[src/rtl/gray2bin_tracker.sv]
// Gray-code position tracker: synchronises an asynchronous Gray bus, decodes it to binary,
// classifies each change as +1 / -1 / illegal and accumulates a signed step count.
module gray2bin_tracker #(
  parameter int WIDTH       = 4,
  parameter int SYNC_STAGES = 2,
  parameter int POS_W       = 16
) (
  input  logic             clk,
  input  logic             rst_n,
  input  logic [WIDTH-1:0] gray_in,
  input  logic             clr,
  output logic [WIDTH-1:0] bin_out,
  output logic             bin_valid,
  output logic             step_up,
  output logic             step_dn,
  output logic             wrap,
  output logic [POS_W-1:0] position,
  output logic             ready,
  output logic             err
);

  localparam int CNT_W = $clog2(SYNC_STAGES + 1);

  localparam logic [CNT_W-1:0] PRIME_LAST = CNT_W'(SYNC_STAGES);
  localparam logic [WIDTH-1:0] BIN_ONE    = WIDTH'(1);
  localparam logic [WIDTH-1:0] BIN_MAX    = '1;
  localparam logic [WIDTH-1:0] BIN_ZERO   = '0;
  localparam logic [POS_W-1:0] POS_ONE    = POS_W'(1);

  typedef enum logic [1:0] {
    S_INIT  = 2'd0,
    S_TRACK = 2'd1,
    S_FAULT = 2'd2
  } state_e;

  function automatic logic [WIDTH-1:0] gray_to_bin(input logic [WIDTH-1:0] g);
    logic [WIDTH-1:0] b;
    b[WIDTH-1] = g[WIDTH-1];
    for (int i = WIDTH - 2; i >= 0; i--) begin
      b[i] = b[i+1] ^ g[i];
    end
    return b;
  endfunction

  logic [WIDTH-1:0] sync_q [SYNC_STAGES];
  logic [WIDTH-1:0] dec_d, dec_q;

  state_e           state_q, state_d;
  logic [CNT_W-1:0] prime_q, prime_d;
  logic [WIDTH-1:0] bin_q, bin_d;
  logic             valid_q, valid_d;
  logic             up_q, up_d;
  logic             dn_q, dn_d;
  logic             wrap_q, wrap_d;
  logic [POS_W-1:0] pos_q, pos_d;
  logic             err_q, err_d;

  logic [WIDTH-1:0] delta;
  logic             is_move, is_up, is_dn;

  // NOTE: sequential state uses <= so every flop samples pre-edge values; blocking
  // assignments here would collapse the synchroniser chain into a single stage.
  // NOTE: the synchroniser flops are reset as well, so a reset clears every stage to 0
  // instead of leaving stale samples that priming would then load.
  always_ff @(posedge clk) begin
    if (!rst_n) begin
      for (int i = 0; i < SYNC_STAGES; i++) begin
        sync_q[i] <= '0;
      end
      dec_q <= '0;
    end else begin
      sync_q[0] <= gray_in;
      for (int i = 1; i < SYNC_STAGES; i++) begin
        sync_q[i] <= sync_q[i-1];
      end
      dec_q <= dec_d;
    end
  end

  assign dec_d = gray_to_bin(sync_q[SYNC_STAGES-1]);

  assign delta   = dec_q - bin_q;
  assign is_move = (delta != BIN_ZERO);
  assign is_up   = (delta == BIN_ONE);
  assign is_dn   = (delta == BIN_MAX);

  always_ff @(posedge clk) begin
    if (!rst_n) begin
      state_q <= S_INIT;
      prime_q <= '0;
      bin_q   <= '0;
      valid_q <= 1'b0;
      up_q    <= 1'b0;
      dn_q    <= 1'b0;
      wrap_q  <= 1'b0;
      pos_q   <= '0;
      err_q   <= 1'b0;
    end else begin
      state_q <= state_d;
      prime_q <= prime_d;
      bin_q   <= bin_d;
      valid_q <= valid_d;
      up_q    <= up_d;
      dn_q    <= dn_d;
      wrap_q  <= wrap_d;
      pos_q   <= pos_d;
      err_q   <= err_d;
    end
  end

  // NOTE: every signal gets a default before the case so no path leaves one unassigned,
  // which would otherwise infer a latch.
  always_comb begin
    state_d = state_q;
    prime_d = prime_q;
    bin_d   = bin_q;
    valid_d = 1'b0;
    up_d    = 1'b0;
    dn_d    = 1'b0;
    wrap_d  = 1'b0;
    pos_d   = pos_q;
    err_d   = err_q;

    if (clr) begin
      state_d = S_INIT;
      prime_d = '0;
      pos_d   = '0;
      err_d   = 1'b0;
    end else begin
      unique case (state_q)
        S_INIT: begin
          if (prime_q == PRIME_LAST) begin
            // Load from the decoder input: it already reflects the settled last sync
            // stage, and dec_q takes the same value on this edge.
            bin_d   = dec_d;
            pos_d   = '0;
            state_d = S_TRACK;
          end else begin
            prime_d = prime_q + CNT_W'(1);
          end
        end

        S_TRACK: begin
          if (is_move) begin
            bin_d   = dec_q;
            valid_d = 1'b1;
            if (is_up) begin
              up_d   = 1'b1;
              wrap_d = (bin_q == BIN_MAX);
              pos_d  = pos_q + POS_ONE;
            end else if (is_dn) begin
              dn_d   = 1'b1;
              wrap_d = (bin_q == BIN_ZERO);
              pos_d  = pos_q - POS_ONE;
            end else begin
              err_d   = 1'b1;
              state_d = S_FAULT;
            end
          end
        end

        S_FAULT: begin
          if (is_move) begin
            bin_d   = dec_q;
            valid_d = 1'b1;
          end
        end

        default: begin
          state_d = S_INIT;
          prime_d = '0;
        end
      endcase
    end
  end

  assign bin_out   = bin_q;
  assign bin_valid = valid_q;
  assign step_up   = up_q;
  assign step_dn   = dn_q;
  assign wrap      = wrap_q;
  assign position  = pos_q;
  assign ready     = (state_q != S_INIT);
  assign err       = err_q;

endmodule

[config.mk]
export PLATFORM = sky130hd
export DESIGN_NAME = gray2bin_tracker
export DESIGN_NICKNAME = d
export VERILOG_FILES = /design/src/rtl/gray2bin_tracker.sv
export SDC_FILE = /design/constraint.sdc
export NUM_CORES = 1
export LEC_CHECK = 0
export CORE_ASPECT_RATIO = 0.8
export CORE_MARGIN = 3
export CORE_UTILIZATION = 49
export DETAILED_ROUTE_END_ITERATION = 12
export PLACE_DENSITY_LB_ADDON = 0.3
export SYNTH_ARGS = -nofsm -noshare
export SYNTH_HDL_FRONTEND = slang
export SYNTH_SLANG_ARGS = --single-unit
export TNS_END_PERCENT = 100
[constraint.sdc]
create_clock -name clk -period 3.2 [get_ports clk]
set_input_delay 0.64 -clock clk [delete_from_list [all_inputs] [get_ports clk]]
set_output_delay 0.64 -clock clk [all_outputs]
set_load 0.03 [all_outputs]
# Yosys cells after proc, flatten, opt, wreduce, memory -nomap -nowiden
# Memory sizes are Yosys's and may differ from the RTL's.
# Index checks and enable logic that the tools add are counted.
# word_totals
reg_bits,33
latchBits,0
ramBits,8
rom_bits,0
inputBits,7
out_inout_bits,26
wordCells,81
n_memories,1
# op_classes
n_addsub,4
mul,0
div,0
order_cmp,0
n_eq_ne,13
shift,0
mux,24
bitwise,13
n_reduce_logical,16
# memory_table
name,words,width,rd,rd_ports_with_merged_regs,wr,line,text
sync_q,2,4,2,0,2,45,logic [WIDTH-1:0] sync_q [SYNC_STAGES];
# ops
cell,n
$mux 16,4
$pmux 16 s2,1
$add 16x1->16 const B,1
$mux 4,4
$sub 16x1->16 const B,1
$reduce_and 4->1,3
$mux 2,5
$ne 2x2->1 const B,5
$eq 4x4->1 const B,2
$not 1->1,8
$pmux 4 s2,1
$mux 1,7
$pmux 2 s3,1
$reduce_bool 2->1,3
$reduce_and 5->1,1
$reduce_or 5->1,1
$eq 2x2->1 const B,2
$eq 4x1->1 const B,1
$logic_not 4->1,1
$pmux 2 s2,1
$reduce_bool 4->1,1
$reduce_or 2->1,2
$reduce_or 4->1,1
$sub 4x4->4,1
9 further kinds,12

# Depth between registers and ports, before layout
# Gate-level depths: netlist of run 1.
# depth
ltp_word,6
ltp_mapped,15
mapped_depth_nobuf,15

# Worst setup path after synthesis of run 1
# Ideal clock, no wire load.
# synth_path
path_kind,register to register
start,"register bin_q[0], in the netlist bin_out[0]"
end,"register pos_q[15], in the netlist position[15]"
setup_ns,0.074
arrival_time_ns,3.377
t_required_ns,3.126
path_slack_ns,-0.252
stages_incl_launch_ff,15
path_buffers,0
period_less_slack_ns,3.452
cell_sequence,dfxtp_1 > ha_1 > inv_1 > fa_1 > xor2_1 > nor3_1 > o21a_2 > inv_2 > ha_1 > a211oi_1 > nor3_2 > o211ai_1 > nand3_1 > a2111o_1 > a31oi_1
# synth_via
elab_chain_cells,5
word_cells_on_any_way,10
classes_between,add/sub: 1; eq/ne: 4; mux: 3; reduce/logical: 2
# synth_lines
item,line,text
start: declaration,50,"logic [WIDTH-1:0] bin_q, bin_d;"
start signal: assignment,101,bin_q <= bin_d;
$sub 4x4->4 (*),82,assign delta = dec_q - bin_q;
$eq 4x1->1,84,assign is_up = (delta == BIN_ONE);
$mux 16,147,if (is_up) begin
$mux 16,144,if (is_move) begin
$pmux 16 s2,130,unique case (state_q)
end signal: assignment,106,pos_q <= pos_d;
end: declaration,55,"logic [POS_W-1:0] pos_q, pos_d;"
# Mark *: on every way between the ends. The rest lies on a longest branch, timed or not. The select of a mux whose other input is x is not followed.
# A chain may end at the register's enable or synchronous reset.

# Worst setup path after layout of run 1
# layout_path
start,register dec_q[0]
end,"register pos_q[14], in the netlist position[14]"
# layout_via
elab_chain_cells,5
word_cells_on_any_way,10
classes_between,add/sub: 1; eq/ne: 4; mux: 3; reduce/logical: 2
# layout_lines
item,line,text
start: declaration,46,"logic [WIDTH-1:0] dec_d, dec_q;"
start signal: assignment,70,dec_q <= '0;
start signal: assignment,76,dec_q <= dec_d;
$sub 4x4->4 (*),82,
$eq 4x1->1,84,
$mux 16,147,
$mux 16,144,
$pmux 16 s2,130,
# Marks and branches as above.

==> results of run 1 <==
[routing by layer]
layer  part of all wire [%]  up-vias  GRT usage (%)
li1                       -     1155              -
met1                     45     1133           31.0
met2                     45      107           30.3
met3                    7.4       19           3.58
met4                    2.3        0           3.87
met5                      0        -              0
[report_power, final]
part           switching (mW)  internal [mW]  total [mW]
registers              0.0122          0.528       0.540
logic                   0.310          0.223       0.533
clock network           0.184          0.232       0.415
[cell families (layout without fill, tap and decap cells)]
group                      after synthesis  count (layout)  share of synthesized area (%)
muxes                                    6               6                           2.57
adders and majority gates               25              25                           13.5
and+or+nand+nor                         93              93                           18.9
xor gates and xnor gates                17              17                           6.12
buffers and inverters                   24              88                           3.96
DFF                                     41              41                           33.8
AOI/OAI and AO/OA                       79              79                           21.2
[state kept, by name (all words and copies together), names as in the netlist]
signal / flops
wrap: 1
position: 16
step_dn: 1
bin_out: 4
err: 1
bin_valid: 1
prime_q: 2
state_q: 2
dec_q: 4
sync_q: 8
step_up: 1
[worst max path at each step]
stage / to / slack [ns]
floorplan: position[15] / 0.03
global placement: position[15] / 0.04
detailed placement: position[15] / -0.13
CTS: position[15] / -0.03
global route: position[15] / -0.23
finish: position[14] / -0.06
[critical path, stage by stage, from the launching register on]
cell and delay [ns]:
dfxtp_2 0.34, inv_2 0.04, ha_4 0.15, inv_2 0.05
fa_2 0.47, nor3_2 0.23, o21a_4 0.27, clkinv_8 0.10
ha_1 0.31, a21o_1 0.21, nor3b_2 0.16, buf_4 0.15
o31ai_2 0.20, a31oi_1 0.12, xor2_1 0.15, a32o_1 0.22
[cell usage after synthesis (2+ instances only)]
library cell	number	share of area, %
a211oi_1	5	1.5
a21o_1	6	1.9
a21oi_1	30	6.2
a31oi_1	6	1.5
a32o_1	4	1.6
and2_1	11	2.8
and3_1	2	0.51
buf_2	2	0.41
clkbuf_1	5	0.77
dfxtp_1	41	34
fa_1	2	1.6
ha_1	23	12
inv_1	15	2.3
mux2_2	2	0.93
mux2i_1	4	1.6
nand2_1	21	3.2
nand2b_1	2	0.51
nand3_1	13	2.7
nand4_1	2	0.51
nor2_1	23	3.6
nor3_1	9	1.9
nor3b_1	2	0.62
nor4_1	2	0.51
o211ai_1	3	0.93
o21ai_0	9	1.9
o21ai_1	2	0.41
o31ai_1	4	1.2
xnor2_1	6	2.2
xor2_1	11	4.0
[per-stage QoR]
step | util [%] | hold WS [ns] | power [mW] | area (um2) | setup TNS [ns]
after floorplan | - | 0.412 | 0.843 | 2450 | 0
after global placement | 64.3 | 0.413 | 0.958 | 3010 | 0
after detailed placement | 64.3 | 0.418 | 0.969 | 3010 | -0.373
after CTS | 68.5 | 0.434 | 1.41 | 3210 | -0.0521
after global routing | 73.2 | 0.434 | 1.55 | 3430 | -1.18
final | 73.2 | 0.431 | 1.49 | 3430 | -0.224
[layout make-up]
| cell class | count | area, um2 |
|---|---|---|
| Tap cell | 60 | 75.1 |
| Multi-Input combinational cell | 220 | 1780 |
| Fill cell | 340 | 1250 |
| Timing Repair inverter | 2 | 17.5 |
| Timing Repair Buffer | 62 | 546 |
| Sequential cell | 41 | 827 |
| Clock inverter | 2 | 35.0 |
| Inverter | 16 | 72.6 |
| Clock buffer | 6 | 72.6 |
[repair_timing]
item	CTS	global route
gates cloned	0	2
resized for setup	12	35
endpoints found under the setup margin	6	8
setup buffers	0	3
pin swaps	4	6
==> impl_metrics.ini, run 1 <==
[detailed_routing]
avgViaCountPerCell = 5.90
wl_per_cell_um = 17.0
drtIter0Drc = 216
drc = 0
drt-total-wl_mm = 6.95
drt-pass1-iter-count = 4
vias = 2414
ant_nets = 0

[worst_setup_path]
r2r-start = dec_q[0]
r2r_cells = 15
endpoint_kind = register
criticalPathCategory = register to register
crit_required_ns = 3.39
r2r_setup_slack_ns = -0.06
cp_max_fo = 5
start_kind = register
reg2reg_to = position[14]
cp-startpoint = dec_q[0]
cp.arrival_ns = 3.45

[min_path]
whs_endpoint = sync_q[0][4]
min_path_type = register to register
min_path_cells = 1
hp-start = sync_q[0][0]

[clock_network]
htree_num_levels = 2
cts_buffers = 5
clk_pin_slew_ns = 0.08
clk_latency_ns = 0.30
cts_hold_buf = 0
cts.sinks = 41
cts_tree = yes
root_buffer = clkbuf_8
clockBufferDepth = 2

[outcome]
failed_checks = setup timing
outcome = finished with violations

[grt]
grt_max_degree = 19
grt_pass1_wl_mm = 9.85
grt_use_total_pct = 20.4
overflow = 0
antenna_found_initial = 0
first_global_vias = 2062

[floorplanning]
initial_core_util_pct = 52.0
design.core.area_mm2 = 0.00468
dieHeight_um = 69
io-pin-count = 33
die_area_mm2 = 0.00585
rows = 22
die_w_um = 84.8

[timing]
drv_slew = 0
rsz0062_at_grt = true
period_needed_ns = 3.26
max_freq_ghz = 0.307
worstMarginPinSlew_ns = 0.585
fin_crit_sh_pct = 102
hold_viol = 0
setup_viol = 5
slew_headroom_pct = 61.0
fin_ws_ns = -0.0606
final.setup_skew_ns = 0.00950

[synth]
ys.flop_type = dfxtp_1
synth_fp_nets = 317
ys.warnings.count = 0
ys_ff_latch = 41
synth_cell_types = 47
syn_area_mm2 = 0.00243
synth.yosys.seq_area_share_pct = 33.8
syn_inst = 285
synth_edf_count = 0
avgSynthCellArea_um2 = 8.53
ys_async_sr_fraction_pct = 0

[finish]
drive_above_1_share_pct = 25.2
most-common-layout-cells = 38 x dfxtp_1, 32 x clkdlybuf4s50_1, 30 x buf_4, 23 x nor2_1, 22 x a21oi_1
diodes = 0
area_growth_pct = 40.9
stdcell_count = 409
final_common_cell = dfxtp_1
nNetsFinal = 380

[power_and_ir_drop]
irDropWorstVdd_v = 0.000252
leakagePower_nw = 1.39
power_density_mw_per_mm2 = 434

[place]
place_ws_ns = -0.134
dp.cells = 396
gp_congestion = 0.875
hpwl_mm = 4.25
io_buffers = 32

[job]
drv_cap = 0
Note: power is estimated with default switching activity, not from simulation.
==> run 2, diff against run 1 <==
ABC_CLOCK_PERIOD_IN_PS = 3200   (was not set)
CAP_MARGIN = 10   (was not set)
PLACE_DENSITY = 0.75   (was not set)
PLACE_DENSITY_LB_ADDON = not set   (was 0.3)
==> run 2 against run 1 <==
Effect of this change: the run still ends with setup timing left; flip-flop and latch count did not move; critical path depth increased by 2; routed wire length grew 5.8%; critical endpoint unchanged; die area did not move; largest power group is now combinational cells.
==> impl_metrics.ini, run 2 (synthesis results as in run 1) <==
[timing]
hold_viol = 0
period_needed_ns = 3.34
slew_headroom_pct = 38.0
final.setup_skew_ns = 0.00280
worstMarginPinSlew_ns = 0.930
drv_slew = 0
fin_crit_sh_pct = 104
max_freq_ghz = 0.299
timing.setup.tns_ns = -0.430
rsz0062_at_grt = true
fin_ws_ns = -0.142
setup_viol = 4

[grt]
overflow = 0
antenna_found_initial = 0
grt_pass1_wl_mm = 9.78
grt_use_total_pct = 20.0
first_global_vias = 2132
grt_max_degree = 20

[place]
placed_cell_area_mm2 = 0.00300
io_buffers = 32
hpwl_mm = 4.20
place_ws_ns = -0.110
gp_congestion = 0.907

[finish]
nNetsFinal = 383
diodes = 0
final_area_mm2 = 0.00360
final_common_cell = dfxtp_1
largest_reg_flops = 16
drive_above_1_share_pct = 29.3
most-common-layout-cells = 38 x dfxtp_1, 32 x clkdlybuf4s50_1, 32 x buf_4, 22 x nor2_1, 21 x a21oi_1
area_growth_pct = 48.0

[worst_setup_path]
cp.arrival_ns = 3.54
cp-startpoint = dec_q[0]
path_cells = inv_2, ha_4, inv_1, fa_2, xor2_2, nor3_2, o21a_4, buf_12, inv_12, ha_4, a21oi_2, a211oi_2, buf_4, o31ai_4, a31oi_2, xor2_1, a32o_1
r2r-start = dec_q[0]
cp_common_cell = ha_4
start_kind = register
critPathMaxStageDelay_ns = 0.34
crit_slowest_cell = fa_2
criticalPathCategory = register to register
cp_num_buf_inv = 5
endpoint_kind = register
crit_required_ns = 3.40
cp_max_fo = 9
cp_top_family = compound AO/OA/AOI/OAI gates

[job]
drv_cap = 0

[detailed_routing]
wl_per_cell_um = 17.8
vias = 2483
drtIter0Drc = 213
drt-pass1-iter-count = 5
drc = 0
drt-total-wl_mm = 7.35
avgViaCountPerCell = 6.03
ant_nets = 0

[floorplanning]
rows = 22
initial_core_util_pct = 52.0
dieHeight_um = 69
design.core.area_mm2 = 0.00468
die_w_um = 84.8
io-pin-count = 33
die_area_mm2 = 0.00585

[clock_network]
clk_pin_slew_ns = 0.08
cts_hold_buf = 0
clk_latency_ns = 0.30
root_buffer = clkbuf_8
cts_buffers = 5
cts_tree = yes
htree_num_levels = 2
clockBufferDepth = 2
cts.sinks = 41

[power_and_ir_drop]
power_density_mw_per_mm2 = 438
power.total_mw = 1.58
leakagePower_nw = 1.44
irDropWorstVdd_v = 0.000239

[outcome]
outcome = finished with violations
failed_checks = setup timing

[min_path]
hp-start = sync_q[0][1]
min_path_type = register to register
## run 2: cell count changes in the layout (fill, tap and decap cells not counted), moves of 2 or more
| cell | before | now |
|---|---|---|
| buf_4 | 30 | 32 |
| ha_1 | 10 | 7 |
| ha_4 | 12 | 16 |
| nand3_2 | 3 | 1 |
| nand3_4 | 0 | 2 |
| o21ai_0 | 6 | 4 |
| o21ai_2 | 3 | 6 |
## run 2: final timing paths
kind	to	slack, ns	depth (start not counted)
setup / recovery	position[14]	-0.14	17
hold / removal	sync_q[0][5]	0.44	1
setup reg to reg	position[14]	-0.14	17
hold reg to reg	sync_q[0][5]	0.44	1
## run 2: timing repair
item                       in CTS  in global routing
resized for setup               8                 60
setup endpoints to repair       6                  7
buffers inserted                3                  4
cloned                          0                  2
pin swaps                       6                 22
## run 2: final cells by class
class / instances / area, um2
clock buffer: 6 / 82.6
inverter: 16 / 72.6
tap: 60 / 75.1
multi-input combinational: 220 / 1900
timing repair inverter: 2 / 25.0
fill: 300 / 1080
timing repair buffer: 65 / 581
sequential: 41 / 827
clock inverter: 2 / 37.5
## run 2: per-stage QoR
stage / util [%] / cells / hold WS, ns
finish: 76.9 / 412 / 0.437
global route: 76.9 / 412 / 0.446
CTS: 67.9 / 406 / 0.442
detailed placement: 64.1 / 395 / 0.423
global placement: 64.1 / 395 / 0.414
floorplan: - / 285 / 0.412
## run 2: metal layers
layer	GRT usage, %	up-vias	wire, um
met1	30.8	1163	3230
met5	0	-	0
met3	3.94	33	460
met2	28.0	126	3410
li1	-	1161	-
met4	5.45	0	245
## run 2: power breakdown
part | internal (mW) | switching, mW
registers | 0.528 | 0.0127
clock network | 0.254 | 0.193
logic | 0.251 | 0.338
total | 1.03 | 0.544
==> run 3, diff against run 2 <==
ABC_AREA = 0   (was not set)
ABC_CLOCK_PERIOD_IN_PS = 3300   (was 3200)
CORE_UTILIZATION = 55   (was 49)
PLACE_DENSITY = 0.8   (was 0.75)
clock period = 3.3 ns   (was 3.2 ns; I/O delays follow)
==> run 3 against run 2 <==
Effect of this change: the flow still finishes with violations (setup timing); highest routed layer unchanged; via count decreased by 9.1%; flip-flop and latch count unchanged; clock-buffer cell count is 1 lower; critical path type unchanged; worst setup slack gained 0.087 ns.
==> impl_metrics.ini, run 3 (synthesis results as in run 1) <==
[finish]
final_common_cell = dfxtp_1
drive_above_1_share_pct = 20.4
nNetsFinal = 365
largest_reg_flops = 16
fillers = 251
area_growth_pct = 33.7
fin_util_pct = 80.7
most-common-layout-cells = 39 x dfxtp_1, 32 x clkdlybuf4s50_1, 23 x nor2_1, 23 x a21oi_1, 21 x nand2_1
diodes = 0

[timing]
drv_slew = 0
final.setup_skew_ns = 0.00298
hold_viol = 0
max_freq_ghz = 0.298
fin_ws_ns = -0.0547
rsz0062_at_grt = true
period_needed_ns = 3.35
slew_headroom_pct = 48.3
setup_viol = 1
fin_crit_sh_pct = 102
worstMarginPinSlew_ns = 0.775

[floorplanning]
design.core.area_mm2 = 0.00403
initial_core_util_pct = 60.3
dieHeight_um = 65.5
die_area_mm2 = 0.00526
io-pin-count = 33
die_w_um = 80.3
rows = 20

[detailed_routing]
drt-pass1-iter-count = 4
ant_nets = 0
drtIter0Drc = 210
avgViaCountPerCell = 5.80
drt-total-wl_mm = 6.15
drc = 0
wl_per_cell_um = 15.8
vias = 2258

[min_path]
min_path_type = register to register

[power_and_ir_drop]
power_density_mw_per_mm2 = 405
irDropWorstVdd_v = 0.000335
leakagePower_nw = 1.31

[place]
place_ws_ns = -0.0711
io_buffers = 32
gp_congestion = 0.872
hpwl_mm = 4.07

[grt]
grt_max_degree = 20
overflow = 0
grt_use_total_pct = 22.8
grt_pass1_wl_mm = 9.59
first_global_vias = 2105
antenna_found_initial = 0

[clock_network]
root_buffer = clkbuf_8
htree_num_levels = 2
cts.sinks = 41
cts_buffers = 5
cts_tree = yes
cts_hold_buf = 0
clockBufferDepth = 2
clk_pin_slew_ns = 0.08
clk_latency_ns = 0.29

[worst_setup_path]
cp.arrival_ns = 3.58
criticalPathCategory = register to register
start_kind = register
endpoint_kind = register
crit_required_ns = 3.52
cp_max_fo = 19

[outcome]
failed_checks = setup timing
outcome = finished with violations

[job]
drv_cap = 0
-- run 3: final timing paths --
path | start | to | slack, ns | depth (start not counted)
worst max-delay path | dec_q[0] | position[15] | -0.05 | 16
worst min-delay path | sync_q[0][1] | sync_q[0][5] | 0.44 | 1
worst max register to register | dec_q[0] | position[15] | -0.05 | 16
worst min register to register | sync_q[0][1] | sync_q[0][5] | 0.44 | 1
-- run 3: power by group --
group | total, mW | leakage (nW) | switching, mW | internal, mW
Clock | 0.328 | 0.0439 | 0.182 | 0.146
Sequential | 0.523 | 0.334 | 0.0115 | 0.512
Combinational | 0.466 | 0.935 | 0.278 | 0.188
-- run 3: critical path: stages, from the launching register on --
cell,delay [ns]
dfxtp_1,0.32
inv_1,0.05
ha_1,0.14
inv_1,0.06
fa_2,0.35
xor2_2,0.21
nor3_2,0.19
o21a_2,0.22
inv_8,0.11
ha_1,0.34
buf_4,0.13
nand2_1,0.07
o21ai_1,0.24
a21oi_2,0.11
a21o_1,0.21
a2111o_1,0.36
a31oi_1,0.16
-- run 3: final cells by class --
class | instances | area [um2] | share of cell area [%]
clock inverters | 3 | 17.5 | 0.539
clock buffers | 5 | 68.8 | 2.12
repair buffers | 49 | 448 | 13.8
well taps | 55 | 68.8 | 2.12
multi-input cells | 220 | 1760 | 54.0
flip-flops and latches | 41 | 823 | 25.3
inverters | 16 | 67.6 | 2.08
-- run 3: metrics by stage --
step	total power, mW	area (um2)	hold WS [ns]	cells	setup TNS, ns
6_report	1.32	3250	0.441	389	-0.0547
5_1_grt	1.39	3250	0.468	389	-0.738
4_1_cts	1.25	3050	0.441	389	0
3_5_place_dp	0.917	2910	0.421	380	-0.138
3_3_place_gp	0.907	2910	0.413	380	0
2_1_floorplan	0.817	2440	0.412	285	0
-- run 3: timing repair --
action | 4_1_cts | 5_1_grt
setup endpoints to repair | 3 | 9
buffers inserted | 1 | 0
resized for setup | 9 | 33
pin swaps | 4 | 8
gates cloned | 0 | 0
-- run 3: metal layers --
layer / vias to the layer above / part of all wire, % / track usage [%]
li1: 1120 / - / -
met1: 1047 / 46 / 33.4
met2: 72 / 44 / 35.0
met3: 19 / 6.9 / 4.38
met4: 0 / 2.5 / 4.22
met5: - / 0 / 0
